### src/rtl/audio_fetch_sequencer_pkg.sv
// Shared types and defaults for the audio fetch sequencer and its sample FIFO.
package audio_fetch_sequencer_pkg;

  typedef enum logic [2:0] {
    IDLE    = 3'd0,
    REQ     = 3'd1,
    WAIT    = 3'd2,
    CAPTURE = 3'd3,
    DRAIN   = 3'd4
  } state_t;

  localparam int ADDR_W_DEFAULT = 16;
  localparam int DATA_W_DEFAULT = 16;

  // Cycles from the fetch unit seeing start to it raising its done flag.
  localparam int FETCH_LATENCY = 3;

endpackage

### src/rtl/audio_fetch_sequencer_fifo.sv
// First-word-fall-through sample FIFO with synchronous flush; the head reads as zero when empty.
module sample_fifo #(
  parameter int DEPTH = 4,
  parameter int WIDTH = 16
) (
  input  logic                   clock,
  input  logic                   reset,
  input  logic                   flush,
  input  logic                   push,
  input  logic                   pop,
  input  logic [WIDTH-1:0]       din,
  output logic [WIDTH-1:0]       dout,
  output logic                   empty,
  output logic                   full,
  output logic [$clog2(DEPTH):0] count
);

  localparam int PTR_W = $clog2(DEPTH);

  logic [WIDTH-1:0] mem [DEPTH];
  logic [PTR_W-1:0] rd_ptr;
  logic [PTR_W-1:0] wr_ptr;
  logic             do_push;
  logic             do_pop;

  assign empty   = (count == '0);
  assign full    = (count == (PTR_W + 1)'(DEPTH));
  assign do_push = push && !full;
  assign do_pop  = pop && !empty;
  assign dout    = empty ? '0 : mem[rd_ptr];

  always_ff @(posedge clock) begin
    if (do_push) mem[wr_ptr] <= din;
  end

  // Flush shares the reset path so a push in the same cycle is discarded.
  always_ff @(posedge clock) begin
    if (reset || flush) begin
      rd_ptr <= '0;
      wr_ptr <= '0;
      count  <= '0;
    end else begin
      if (do_push) wr_ptr <= wr_ptr + PTR_W'(1);
      if (do_pop)  rd_ptr <= rd_ptr + PTR_W'(1);
      case ({do_push, do_pop})
        2'b10:   count <= count + 1'b1;
        2'b01:   count <= count - 1'b1;
        default: count <= count;
      endcase
    end
  end

endmodule

### src/rtl/audio_fetch_sequencer.sv
// Walks a sample buffer through the single-word fetch unit and streams the words out of a FIFO.
module audio_fetch_sequencer
  import audio_fetch_sequencer_pkg::*;
#(
  parameter int FIFO_DEPTH = 4,
  parameter int ADDR_W     = ADDR_W_DEFAULT,
  parameter int DATA_W     = DATA_W_DEFAULT
) (
  input  logic              clock,
  input  logic              reset,
  input  logic              play,
  input  logic              stop,
  input  logic              loop_en,
  input  logic [ADDR_W-1:0] base_addr,
  input  logic [15:0]       length,
  output logic              fetch_start,
  output logic [ADDR_W-1:0] fetch_addr,
  output logic              fetch_clear,
  input  logic              fetch_done,
  input  logic [DATA_W-1:0] fetch_data,
  output logic [DATA_W-1:0] sample_data,
  output logic              sample_valid,
  input  logic              sample_ready,
  output logic              busy,
  output logic              done
);

  localparam int CNT_W = $clog2(FIFO_DEPTH) + 1;

  state_t            state;
  logic [ADDR_W-1:0] base_reg;
  logic [ADDR_W-1:0] cur_addr;
  logic [15:0]       len_reg;
  logic [15:0]       remaining;
  logic [CNT_W-1:0]  fifo_count;
  logic              fifo_empty;
  logic              fifo_full;
  logic              fifo_push;
  logic              fifo_flush;
  logic              slot_free;
  logic              abort;

  // Nothing is in flight while in REQ, so the occupancy alone decides whether the
  // next fetch can reserve a slot; leaving REQ is what claims it.
  assign slot_free    = (fifo_count < CNT_W'(FIFO_DEPTH));
  assign abort        = stop && (state != IDLE);
  assign fifo_push    = (state == CAPTURE) && !fifo_full;
  assign fifo_flush   = abort;
  assign sample_valid = !fifo_empty;
  assign busy         = (state != IDLE);

  sample_fifo #(
    .DEPTH(FIFO_DEPTH),
    .WIDTH(DATA_W)
  ) u_fifo (
    .clock(clock),
    .reset(reset),
    .flush(fifo_flush),
    .push (fifo_push),
    .pop  (sample_valid && sample_ready),
    .din  (fetch_data),
    .dout (sample_data),
    .empty(fifo_empty),
    .full (fifo_full),
    .count(fifo_count)
  );

  always_ff @(posedge clock) begin
    if (reset) begin
      state       <= IDLE;
      base_reg    <= '0;
      len_reg     <= '0;
      cur_addr    <= '0;
      remaining   <= '0;
      fetch_start <= 1'b0;
      fetch_addr  <= '0;
      fetch_clear <= 1'b0;
      done        <= 1'b0;
    end else begin
      fetch_clear <= 1'b0;
      done        <= 1'b0;
      if (abort) begin
        state       <= IDLE;
        fetch_start <= 1'b0;
        fetch_clear <= 1'b1;
      end else begin
        case (state)
          IDLE: begin
            if (play) begin
              if (length != '0) begin
                base_reg  <= base_addr;
                len_reg   <= length;
                cur_addr  <= base_addr;
                remaining <= length;
                state     <= REQ;
              end else begin
                done <= 1'b1;
              end
            end
          end
          REQ: begin
            if (slot_free) begin
              fetch_start <= 1'b1;
              fetch_addr  <= cur_addr;
              state       <= WAIT;
            end
          end
          WAIT: begin
            if (fetch_done) begin
              fetch_start <= 1'b0;
              fetch_clear <= 1'b1;
              state       <= CAPTURE;
            end
          end
          CAPTURE: begin
            if (remaining != 16'd1) begin
              cur_addr  <= cur_addr + ADDR_W'(1);
              remaining <= remaining - 16'd1;
              state     <= REQ;
            end else if (loop_en) begin
              cur_addr  <= base_reg;
              remaining <= len_reg;
              state     <= REQ;
            end else begin
              cur_addr  <= cur_addr + ADDR_W'(1);
              remaining <= '0;
              state     <= DRAIN;
            end
          end
          DRAIN: begin
            if (fifo_empty) begin
              done  <= 1'b1;
              state <= IDLE;
            end
          end
          default: state <= IDLE;
        endcase
      end
    end
  end

endmodule

### config.mk
export PLATFORM = sky130hd
export DESIGN_NAME = audio_fetch_sequencer
export DESIGN_NICKNAME = d
export VERILOG_FILES = /design/src/rtl/audio_fetch_sequencer_pkg.sv /design/src/rtl/audio_fetch_sequencer_fifo.sv /design/src/rtl/audio_fetch_sequencer.sv
export SDC_FILE = /design/constraint.sdc
export NUM_CORES = 1
export LEC_CHECK = 0
export ABC_AREA = 1
export BUFFER_PORTS_ARGS = -buffer_cell sky130_fd_sc_hd__buf_2
export CAP_MARGIN = 5
export CORE_ASPECT_RATIO = 1.5
export CORE_MARGIN = 2
export CORE_UTILIZATION = 58
export CTS_CLUSTER_DIAMETER = 120
export DETAILED_ROUTE_END_ITERATION = 16
export GPL_TIMING_DRIVEN = 1
export PLACE_DENSITY_LB_ADDON = 0.1
export SYNTH_ARGS = -nofsm -noshare
export SYNTH_HDL_FRONTEND = slang
export SYNTH_SLANG_ARGS = --single-unit
### constraint.sdc
create_clock -name clock -period 2.3 [get_ports clock]
set_input_delay 0.345 -clock clock [delete_from_list [all_inputs] [get_ports clock]]
set_output_delay 0.345 -clock clock [all_outputs]
set_load 0.02 [all_outputs]
# ---- Yosys cells after proc, flatten, opt, wreduce, memory -nomap -nowiden
# Memories as Yosys holds them, arrays and structs flattened. A register that Yosys moved wholly into a read port is not among the register bits.
# Cells that the tools add are included.
dict set report op_classes {
  addsub 6
  order_cmp 1
  eq_ne 13
  n_mux 34
  bitwise 1
  n_reduce_logical 21
}
# op count
set op_table {}
lappend op_table {{$mux W16} 9}
lappend op_table {{$pmux W16 S2} 2}
lappend op_table {{$mux W3} 7}
lappend op_table {{$add A16 B1 Y16 const B} 1}
lappend op_table {{$ne A16 B1 Y1 const B} 1}
lappend op_table {{$reduce_bool A16 Y1} 1}
lappend op_table {{$sub A16 B1 Y16 const B} 1}
lappend op_table {{$pmux W3 S5} 1}
lappend op_table {{$mux W1} 10}
lappend op_table {{$ne A2 B2 Y1 const B} 4}
lappend op_table {{$reduce_and A4 Y1} 2}
lappend op_table {{$eq A3 B2 Y1 const B} 2}
lappend op_table {{$eq A3 B3 Y1 const B} 2}
lappend op_table {{$logic_not A3 Y1} 2}
lappend op_table {{$pmux W3 S2} 1}
lappend op_table {{$reduce_and A3 Y1} 2}
lappend op_table {{$reduce_bool A2 Y1} 3}
lappend op_table {{$logic_and A1 B1 Y1} 5}
lappend op_table {{$reduce_and A5 Y1} 1}
lappend op_table {{$add A2 B1 Y2 const B} 2}
lappend op_table {{$mux W2} 2}
lappend op_table {{$pmux W1 S2} 2}
lappend op_table {{$add A3 B1 Y3 const B} 1}
lappend op_table {{$eq A3 B1 Y1 const B} 1}
lappend op_table {{other kinds (10)} 11}
dict set report word_totals {
  regBits 93
  mem_bits_rw 64
  input_bits 55
  output_inout_bits 37
  wordCells 89
  n_memories 1
}
# memory depth width rd rd_clocked_by_memory_dff write_ports line
set memory_table {}
lappend memory_table {u_fifo.mem 4 16 1 1 1 audio_fetch_sequencer_fifo.sv:20} ;# logic [WIDTH-1:0] mem [DEPTH];

# ---- Logic depth before layout (Yosys ltp)
dict set report depth {
  depth_word 6
  depth_mapped 13
  mapped_depth_nobuf 13
}

# ---- Cells and area by module
# From an unflattened synthesis, not the netlist that was laid out.
dict set report hier_totals {
  cells_unflattened 1043
  hier_area_um2 7846.3
}
# module n_inst cells_each area_each_um2
set modules_own_cells {}
lappend modules_own_cells {audio_fetch_sequencer 1 783 4807.1}
lappend modules_own_cells {sample_fifo 1 260 3039.2}

# ---- Worst setup path before layout
# OpenSTA, ideal clock, no wires.
dict set report synth_timing {
  path_type {reg-to-reg}
  start {register u_fifo.count[0]}
  end {register u_fifo.count[1]}
  setup_time_ns 0.065
  arrival_ns 1.962
  required_ns 2.235
  setup_slack_ns 0.273
  path_stages_with_launch 11
  cell_sequence {dfxtp_1 -> nor3_2 -> inv_1 -> nand2_1 -> inv_1 -> ha_1 -> inv_1 -> fa_1 -> nor2_1 -> a21oi_1 -> nor2_1}
}
dict set report synth_via {
  elab_chain_len 6
}
# element line
set synth_lines {}
lappend synth_lines {{start: declaration} audio_fetch_sequencer_fifo.sv:15} ;# output logic [$clog2(DEPTH):0] count
lappend synth_lines {{start signal: assignment} audio_fetch_sequencer_fifo.sv:46} ;# 2'b10: count <= count + 1'b1;
lappend synth_lines {{start signal: assignment} audio_fetch_sequencer_fifo.sv:47} ;# 2'b01: count <= count - 1'b1;
lappend synth_lines {{start signal: assignment} audio_fetch_sequencer_fifo.sv:48} ;# default: count <= count;
lappend synth_lines {{$logic_not A3 Y1 (*)} audio_fetch_sequencer_fifo.sv:26} ;# assign empty = (count == '0);
lappend synth_lines {{$logic_not A1 Y1 (*)} audio_fetch_sequencer.sv:49} ;# assign sample_valid = !fifo_empty;
lappend synth_lines {{net sample_valid} audio_fetch_sequencer.sv:22} ;# output logic sample_valid,
lappend synth_lines {{$logic_and A1 B1 Y1} audio_fetch_sequencer.sv:60} ;# .pop (sample_valid && sample_ready),
lappend synth_lines {{$logic_and A1 B1 Y1 (*)} audio_fetch_sequencer_fifo.sv:29} ;# assign do_pop = pop && !empty;
lappend synth_lines {{net u_fifo.do_pop} audio_fetch_sequencer_fifo.sv:24} ;# logic do_pop;
lappend synth_lines {{$eq A2 B1 Y1 or $eq A2 B2 Y1 (tied branches)} audio_fetch_sequencer_fifo.sv:45} ;# case ({do_push, do_pop})
lappend synth_lines {{$pmux W3 S2 or $reduce_bool A2 Y1 (tied branches)} -}
# Mark *: on every way through the listed nets, which the timed path passes. The rest lies on a longest branch.
# A chain may end at the register's enable or synchronous reset.

==> run metrics <==
number of port buffers 91; Post-Place Worst Slack 0.3026 ns; Initial DRT Pass Iterations 6; Top cell by count, worst path nor2_1; Chip Height 145.5 um; Worst Setup Start Kind register; status finished clean; slowest stage delay, CP 0.44 ns; Crit Path Category register to primary output; Clock Path Buffers 2; Antenna Nets Post-Route 0; Critical Path RT 1.96 ns; library cells used by synthesis 41; clk_skew 0.01128 ns; core area 0.01302 mm2; standby leakage power 0.003741 uW; TritonCTS Buffers 17; DRT iter0 DRCs 341; peak supply drop 707.5 uV; average size of a mapped cell 7.868 um2; final number of hold-violating endpoints 0; largest net degree at the start of global routing 53; fillers 1123; share of layout cells above drive strength 1 16.98%; Finish-stage setup viols 0; antenna violations before repair 0; RSZ-0062 raised after global routing no; Final Wtd Congestion 0.8868; final worst setup slack 0.1614 ns; FP Rows 51; Bufs and invs on worst path 2; count leader, synth nand2_1; synthesized instance count 984; CP endpoint kind primary output; Final Non-Filler Cells 1237; clock root buffer clkbuf_16; clock sink total 159; Final min period 2.139 ns; antenna cells 0; drt wl/cell 15.36 um; top cell type by total area after synthesis edfxtp_1; H-tree depth 4; synthesis-stage register bit count 159; Min-Delay Path Class input pin to register; Yosys top cell area share 24.82%; Slew headroom 60.32%; Slew @ Worst Pin 0.5946 ns; die width 98.34 um; Top delay family on crit path flip-flops; vias in the first global route 6397; Fmax achieved 0.4676 GHz; placed insts 1203; crit path max-delay cell type dfxtp_2; PD cells 1175 mW/mm2; worst-path cell chain buf_8 > nor2_1 > nor2_1 > o21ai_0 > a21oi_1 > buf_2; top_reg_cell synth dfxtp_1; dpl hpwl 13010 um; DIE AREA 0.01431 mm2; fin nets 1129; max cap viols 0; sequential-to-total area share from yosys stat 49.39%; worst-path fanout max 32; Clock Pin Slew Worst Setup and Hold Paths 0.07 ns; mapped cell area 0.007742 mm2; hold buffers post-CTS 0; Via Count 6808; number of synthesized flops with an enable pin 64; setup TNS 0 ns; area delta synth->final 16.05%; Synth Warn # 0; aggregate routed wire length 19010 um; Clk Latency, worst-skew pair 0.43 ns; DRC Markers 0; asr flop ratio synth 0%; syn_nets 1048; starting density of the core 59.48%; period utilisation layout 92.98%; CP arrival 1.79 ns; first-pass GRT wire length 30760 um; max-slew violations 0; CTS tree done; grt ovf 0; synth top area cells edfxtp_1 (25%), dfxtp_1 (25%), nand2_1 (8.3%); max reg flops 64; Post-synth top cells nand2_1 (171), nor2_1 (148), o21ai_0 (113); Total GRT Usage 26.59%; IO Pins 92; register with the most flip-flops u_fifo.mem; Vias per Instance 5.504
## layout by cell type, fill, tap and decap left out, types with 2 or more instances in the layout
cell | netlist | final
a21boi_1 | 2 | 2
a21oi_1 | 109 | 109
a21oi_2 | 3 | 3
buf_12 | 0 | 6
buf_2 | 13 | 91
buf_4 | 2 | 12
clkbuf_16 | 0 | 17
clkinv_4 | 0 | 3
clkinvlp_4 | 0 | 4
dfxtp_1 | 95 | 94
edfxtp_1 | 64 | 64
ha_1 | 8 | 8
inv_1 | 91 | 90
inv_2 | 4 | 4
inv_6 | 0 | 5
inv_8 | 0 | 3
nand2_1 | 171 | 171
nand2_2 | 4 | 4
nand2_4 | 2 | 2
nand3_1 | 51 | 51
nand3_2 | 5 | 5
nand3_4 | 2 | 2
nand3b_1 | 6 | 6
nand4_1 | 15 | 15
nor2_1 | 148 | 147
nor2_2 | 8 | 8
nor2_4 | 3 | 4
nor2_8 | 2 | 2
nor3_1 | 5 | 5
nor3_2 | 2 | 2
o21ai_0 | 113 | 113
o21ai_1 | 2 | 2
or2_2 | 2 | 2
xnor2_1 | 4 | 4
xor2_1 | 7 | 7
## logic make-up after synthesis
kind of cell    count (synthesis)  share of synthesized area, %
flops                         159                         49.39
fa+ha+maj                       9                         1.551
compound gates                234                         15.50
xor+xnor                       11                         1.244
simple gates                  426                         24.61
buf+inv                       145                         7.708
## per-stage QoR
step                total power [uW]  area (um2)  utilization [%]  hold slack [ns]
floorplan                       6784        7742                -           0.4205
global placement                7745        8379            64.37           0.4299
detailed placement              7813        8379            64.37           0.4343
CTS                            10580        8961            68.84           0.1240
global route                   11250        8985            69.02           0.1206
finish                         10560        8985            69.02           0.1314
## layout make-up
| class | count | area (um2) | share of cell area [%] |
|---|---|---|---|
| Sequential cell | 159 | 3825 | 42.57 |
| Multi-Input combinational cell | 680 | 3329 | 37.06 |
| Timing Repair Buffer | 110 | 680.7 | 7.576 |
| Clock buffer | 18 | 429.2 | 4.776 |
| Inverter | 96 | 365.4 | 4.066 |
| Tap cell | 159 | 198.9 | 2.214 |
| Clock inverter | 14 | 148.9 | 1.657 |
| Timing Repair inverter | 1 | 7.507 | 0.08355 |
## metal layers
metal  part of all wire, %  track usage, %  up-vias  wire length, um
met5                     0               0        -                0
met4                   2.4           9.795        0              448
met3                   4.6           4.899       34              871
met2                    52           47.01      197             9840
met1                    41           32.02     3159             7845
li1                      -               -     3418                -
## report_power, final
| part | internal, uW | switching (uW) | total (uW) |
|---|---|---|---|
| Clock | 1530 | 1230 | 2760 |
| Sequential | 3470 | 448 | 3920 |
| Combinational | 1290 | 2590 | 3880 |
## worst paths after layout
check,startpoint,end,slack [ns],cells past startpoint
worst min register to register,len_reg[15]$_SDFFE_PP0P_,len_reg[15]$_SDFFE_PP0P_,0.44,2
worst max-delay path,register,sample_data[4],0.16,6
worst min-delay path,fetch_data[10],u_fifo.mem[0][10]$_DFFE_PP_,0.13,1
worst max register to register,state[2]$_SDFFE_PP0P_,u_fifo.count[2]$_SDFFE_PP0P_,0.30,11
## timing repair
| item | 4_1_cts | 5_1_grt |
|---|---|---|
| endpoints found under the setup margin | 3 | 5 |
| resized for setup | 1 | 4 |
| setup buffers | 0 | 1 |
| cloned | 0 | 1 |
| pin swaps | 0 | 0 |
## worst register-to-register path: cells and delay by family (launching register included)
family	cells	cell delay (ns)
buffers and inverters	2	0.14
and+or+nand+nor	3	0.34
adders and majority gates	2	0.58
AOI/OAI and AO/OA	4	0.46
DFF	1	0.37
(Power assumes the default switching activity.)
